File: config.mk
export PLATFORM = sky130hd
export DESIGN_NAME = envelope_sequencer
export DESIGN_NICKNAME = d
export VERILOG_FILES = /design/src/rtl/envelope_sequencer.sv
export SDC_FILE = /design/constraint.sdc
export NUM_CORES = 1
export LEC_CHECK = 0
export ABC_CLOCK_PERIOD_IN_PS = 1940
export CAP_MARGIN = 10
export CORE_ASPECT_RATIO = 0.8
export CORE_UTILIZATION = 30
export DETAILED_ROUTE_END_ITERATION = 10
export PLACE_DENSITY = 0.57
export RECOVER_POWER = 25
export SLEW_MARGIN = 20
export SYNTH_ARGS = -nofsm -noshare
export SYNTH_HDL_FRONTEND = slang
export SYNTH_SLANG_ARGS = --single-unit
export TNS_END_PERCENT = 50
File: constraint.sdc
create_clock -name clk -period 1.94 [get_ports clk]
set_input_delay 0.388 -clock clk [delete_from_list [all_inputs] [get_ports clk]]
set_output_delay 0.388 -clock clk [all_outputs]
set_load 0.1 [all_outputs]
File: src/rtl/envelope_sequencer.sv
// Note envelope sequencer: walks the decay-ROM index on sample ticks and forwards decayed samples.
// Build option: define ENVELOPE_ATTACK_EN to add a soft-to-loud ATTACK ramp before DECAY.
module envelope_sequencer #(
   parameter int STEP_TICKS = 1024,
   parameter int TICK_W     = 16
) (
   input  logic        clk,
   input  logic        reset,
   input  logic        note_on,
   input  logic        note_off,
   input  logic        sample_tick,
   input  logic [15:0] decayed_sample,
   input  logic        sample_ready,
   output logic [5:0]  duration,
   output logic [15:0] env_sample,
   output logic        env_valid,
   output logic        busy,
   output logic        note_done
);

   // state  | meaning
   // IDLE   | no note; outputs held at zero, ticks and samples ignored
   // ATTACK | ramping index 63 -> 0 (only with ENVELOPE_ATTACK_EN)
   // DECAY  | ramping index 0 -> 63, then note finishes
   typedef enum logic [1:0] {
      IDLE   = 2'd0,
`ifdef ENVELOPE_ATTACK_EN
      ATTACK = 2'd1,
`endif
      DECAY  = 2'd2
   } state_t;

`ifdef ENVELOPE_ATTACK_EN
   localparam state_t     START_STATE = ATTACK;
   localparam logic [5:0] START_DUR   = 6'd63;
`else
   localparam state_t     START_STATE = DECAY;
   localparam logic [5:0] START_DUR   = 6'd0;
`endif

   localparam logic [TICK_W-1:0] TICK_LAST = TICK_W'(STEP_TICKS - 1);

   state_t            state;
   logic [TICK_W-1:0] tick_cnt;
   logic              step;

   assign step = sample_tick && (tick_cnt == TICK_LAST);
   assign busy = (state != IDLE);

   always_ff @(posedge clk or negedge reset) begin
      if (!reset) begin
         state      <= IDLE;
         tick_cnt   <= '0;
         duration   <= 6'd0;
         env_sample <= 16'd0;
         env_valid  <= 1'b0;
         note_done  <= 1'b0;
      end else begin
         env_valid <= 1'b0;
         note_done <= 1'b0;
         if (note_on) begin
            // a coincident tick is dropped so the new note starts from a clean count
            state    <= START_STATE;
            tick_cnt <= '0;
            duration <= START_DUR;
         end else if (state != IDLE) begin
            if (note_off) begin
               state      <= IDLE;
               tick_cnt   <= '0;
               duration   <= 6'd0;
               env_sample <= 16'd0;
            end else begin
               if (sample_tick) begin
                  tick_cnt <= step ? '0 : tick_cnt + TICK_W'(1);
               end
               if (sample_ready) begin
                  env_sample <= decayed_sample;
                  env_valid  <= 1'b1;
               end
               if (step) begin
                  case (state)
                     DECAY: begin
                        if (duration == 6'd63) begin
                           // natural end overrides any sample arriving this cycle
                           state      <= IDLE;
                           tick_cnt   <= '0;
                           duration   <= 6'd0;
                           env_sample <= 16'd0;
                           env_valid  <= 1'b0;
                           note_done  <= 1'b1;
                        end else begin
                           duration <= duration + 6'd1;
                        end
                     end
`ifdef ENVELOPE_ATTACK_EN
                     ATTACK: begin
                        if (duration == 6'd0) begin
                           state <= DECAY;
                        end else begin
                           duration <= duration - 6'd1;
                        end
                     end
`endif
                     default: ;
                  endcase
               end
            end
         end
      end
   end

endmodule

==> results of run 1 <==
==> worst paths after layout <==
path | end | slack (ns)
max | env_sample[3]$_DFFE_PN0P_ | -0.16
min | env_sample[12]$_DFFE_PN0P_ | 0.37
max reg2reg | env_sample[3]$_DFFE_PN0P_ | -0.16
min reg2reg | env_sample[6]$_DFFE_PN0P_ | 0.51
max in group asynchronous | duration[1]$_DFFE_PN0P_ | 0.61
min in group clk | env_sample[6]$_DFFE_PN0P_ | 0.51
==> cells by family (layout without fill, tap and decap cells) <==
family	Yosys count	in the layout
buf+inv	15	101
flops	41	41
simple gates	83	83
fa+ha+maj	2	2
mux	1	1
compound gates	68	69
==> worst max-delay path: stages (launching register included) <==
cell      delay, ns
dfrtp_1        0.40
or4_4          0.54
or3_4          0.36
nor3_4         0.15
buf_12         0.14
o311ai_4       0.14
a22o_1         0.24
==> cell usage in the layout, fill, tap and decap left out, types with 8 or more instances in the layout <==
| cell | count |
|---|---|
| buf_12 | 8 |
| o21ai_0 | 25 |
| dfrtp_1 | 35 |
| a22o_1 | 16 |
| nand2_1 | 18 |
| a21oi_1 | 13 |
| nand4_1 | 9 |
| clkdlybuf4s50_1 | 20 |
| nand3_1 | 10 |
| buf_4 | 59 |
| nor2_1 | 14 |
==> registers in the layout, indices dropped and copies added (netlist names) <==
name,count
env_sample,16
duration,6
env_valid,1
note_done,1
state,1
tick_cnt,16
==> area by class of cell <==
cell class	instances	area, um2	area share [%]
Clock inverter	2	37.5	1.22
Timing Repair Buffer	88	807	26.3
Tap cell	84	105	3.43
Multi-Input combinational cell	155	978	31.9
Sequential cell	41	1040	33.9
Inverter	5	18.8	0.612
Clock buffer	6	82.6	2.69
==> through the flow <==
stage                     power, uW  std cells  hold WS (ns)
after CTS                      2190        380        0.0877
after global routing           2250        381         0.474
after detailed placement       1450        370         0.417
after global placement         1450        370         0.404
final                          2170        381         0.367
after floorplan                1270        210        0.0924
==> routing by layer <==
metal,share of wire (%),up-vias,GRT usage (%)
li1,-,961,-
met1,50,974,25.7
met2,45,48,25.9
met3,4.2,10,3.09
met4,1.4,0,5.64
met5,0,-,0
==> power by group through the flow <==
| stage | registers, uW | logic, uW | clock network [uW] |
|---|---|---|---|
| 2_1_floorplan | 1190 | 79.4 | 0 |
| 3_3_place_gp | 932 | 518 | 0 |
| 3_5_place_dp | 928 | 522 | 0 |
| 4_1_cts | 913 | 529 | 745 |
| 5_1_grt | 918 | 551 | 778 |
| 6_report | 913 | 526 | 728 |
==> what timing repair did <==
item	in CTS	in global routing
setup buffers	1	1
gates resized for setup	5	0
setup endpoints to repair	25	31
gates cloned	1	0
pin swaps	10	2
==> cells in the mapped netlist <==
master and number:
nor2_2 1, nor4_1 1, or3_1 3, o31ai_1 4, a31oi_1 3, dfrtp_1 41, a21o_1 1, or3_4 1
nor3_1 6, inv_1 5, and4_1 5, and3_1 5, a21oi_1 13, buf_2 1, or2_2 2, a31o_2 1
nand2b_1 1, nor3_4 1, a22o_1 16, and2_1 1, or4_1 1, or2_0 1, nand2_1 19, o41ai_1 2
o311ai_4 1, nor2_1 14, o21ai_0 25, nor2b_1 1, nor4bb_1 1, buf_6 2, clkbuf_1 7, nand4_1 9
ha_1 2, mux2i_1 1, a311oi_1 1, nand3_1 10, o21bai_1 1
==> parameters.txt, run 1 <==
Parameter                              Value

Outcome
  Status ... complete, but fails checks
  Failing checks ... negative setup slack

Power and ir drop
  Lkg Pwr ... 0.00138 uW
  VDD IR max ... 0.000299 V
  Proportion of power drawn by the clock network ... about a third
  Power density relative to cell area ... 707 nW/um2
  Switching power as a share of total power ... 32.8%
  Combinational share of power ... 24.3%
  Power spent charging and discharging nets ... 712 uW
  Cell internal pwr ... about 1500 uW
  Share of total power in sequential cells ... 42.1%

Synthesis
  Post-synthesis area per instance ... around 9.7 um2
  Number of synthesized register bits ... 41
  Number of cells produced by synthesis ... 210
  Share of the synthesized netlist area taken by xor and xnor gates ... 0%
  Share of Yosys cell area claimed by the top area cell type ... 50.3%
  Cell types with the largest area share after synthesis ... dfrtp_1, a22o_1, o21ai_0
  Sequential area share after synthesis ... 50.3%
  Simple-gate share of the synthesized area ... 22.0%
  Area share of fa/ha/maj cells after synthesis ... around 1.2%
  Number of warnings reported in the yosys synthesis log ... 0
  Dominant combinational cell family by area after synthesis ... compound AO/OA/AOI/OAI gates
  Cell area after synthesis ... 2040 um2
  Post-synthesis cell type count ... 37
  Syn Nets ... around 230
  Multiplexer share of the synthesized area ... 0.491%
  Share of the synthesized area in compound gates (AO/OA/AOI/OAI) ... approximately 22%
  Cell type with the largest total area after synthesis ... dfrtp_1

Global routing
  Wire length of the first global-routing pass ... 9540 um
  Initial antenna violation count ... 0
  Largest net degree at the start of global routing ... 25
  Grt total ovfl ... 0
  Vias in the first global route ... 1878
  Global-route total usage across every layer ... between 15 and 20%

Routing
  Detailed-route wire length ... 5840 um
  Total via count after detailed routing ... 1993
  Iteration-0 DRC count of the detailed router ... 119
  Via-per-instance ratio ... around 5.2
  Remaining design rule violation count ... 0
  Final routed wire length divided by cell count ... 15.3 um
  Antenna-violating nets left ... 0
  TritonRoute pass-1 iters ... 4

Final layout
  Finished layout cell area ... 3070 um2
  N_diodes ... 0
  Layout overhead on the synthesized area ... 50.5%
  NumNets Final ... 320
  Filler cell count ... 620
  Final core occ ... between 40% and 50%
  Layout cell share with drive strength beyond 1 ... 31.0%

Clock network
  Number of clock sinks ... 41
  Source-to-sink clock delay at the later pin of the worst-skew pair ... 0.30 ns
  Root buffer selected by CTS ... clkbuf_8
  Bufs on Longest Clock Path ... 2
  Clock tree from TritonCTS ... yes
  Hold-fix buffer count after cts ... 0
  Clock input transition at the sequential cells of the worst setup and hold paths ... 0.09 ns
  Num CTS Buffers ... 5
  Maximum level of the CTS H-tree ... 2

Placed design
  # port buffers ... 46
  Cell Area, Placed ... 2880 um2
  Worst slack at placement ... -0.357 ns
  Detailed-placement wirelength estimate ... 4250 um
  Weighted congestion at the end of routability-driven global placement ... 0.820

Floorplan
  Core area ... between 6000 and 7000 um2
  Number of core rows ... 26
  Initial standard-cell utilization of the core ... a little under a third
  Total I/O pin count ... 47
  Die Y ... between 70 and 80 um
  Full die area ... 7130 um2
  Die extent in x ... ~94 um

STA
  Worst relative slew slack ... approximately 11%
  Final number of hold-violating endpoints ... 0
  Final critical-path share of the clock period ... 108%
  Maximum achievable frequency ... 476 MHz
  Worst clock skew ... 0.00885 ns
  Setup repair after global routing missed its margin ... yes
  Setup total negative slack ... -2.19 ns
  Worst path setup slack after routing ... -0.162 ns
  Worst slew pin tran ... 1.34 ns
  Fin. max-slew vios ... 0
  Minimum clock period ... 2.10 ns
  Final setup vio count ... 17

Critical path
  Launch instance of the worst register-to-register path ... tick_cnt[13]$_DFFE_PN0P_
  Signal arrival time at the worst endpoint ... 2.29 ns
  Maximum fanout count along the critical path ... 8
  Worst Reg2Reg Path Length in Cells ... 6
  Worst Setup Start Kind ... register
  CP Capture Type ... register
  Crit. Startpoint ... tick_cnt[13]$_DFFE_PN0P_
  Classification of the worst setup path ... reg -> reg
  Worst EP required ... 2.13 ns

Flow run
  Number of maximum-capacitance violations ... 0

Worst hold path
  Hold crit path type ... in -> async
Note: power is estimated with default switching activity, not from simulation.
==> run 2, diff against run 1 <==
GPL_ROUTABILITY_DRIVEN = 0   (was default)
==> results of run 2 <==
Same layout as run 1: the final DEF is identical, and so are final timing and power.
==> run 3, diff against run 2 <==
HOLD_SLACK_MARGIN = 0.03   (was default)
==> results of run 3 <==
Same layout as run 1: the final DEF is identical, and so are final timing and power.
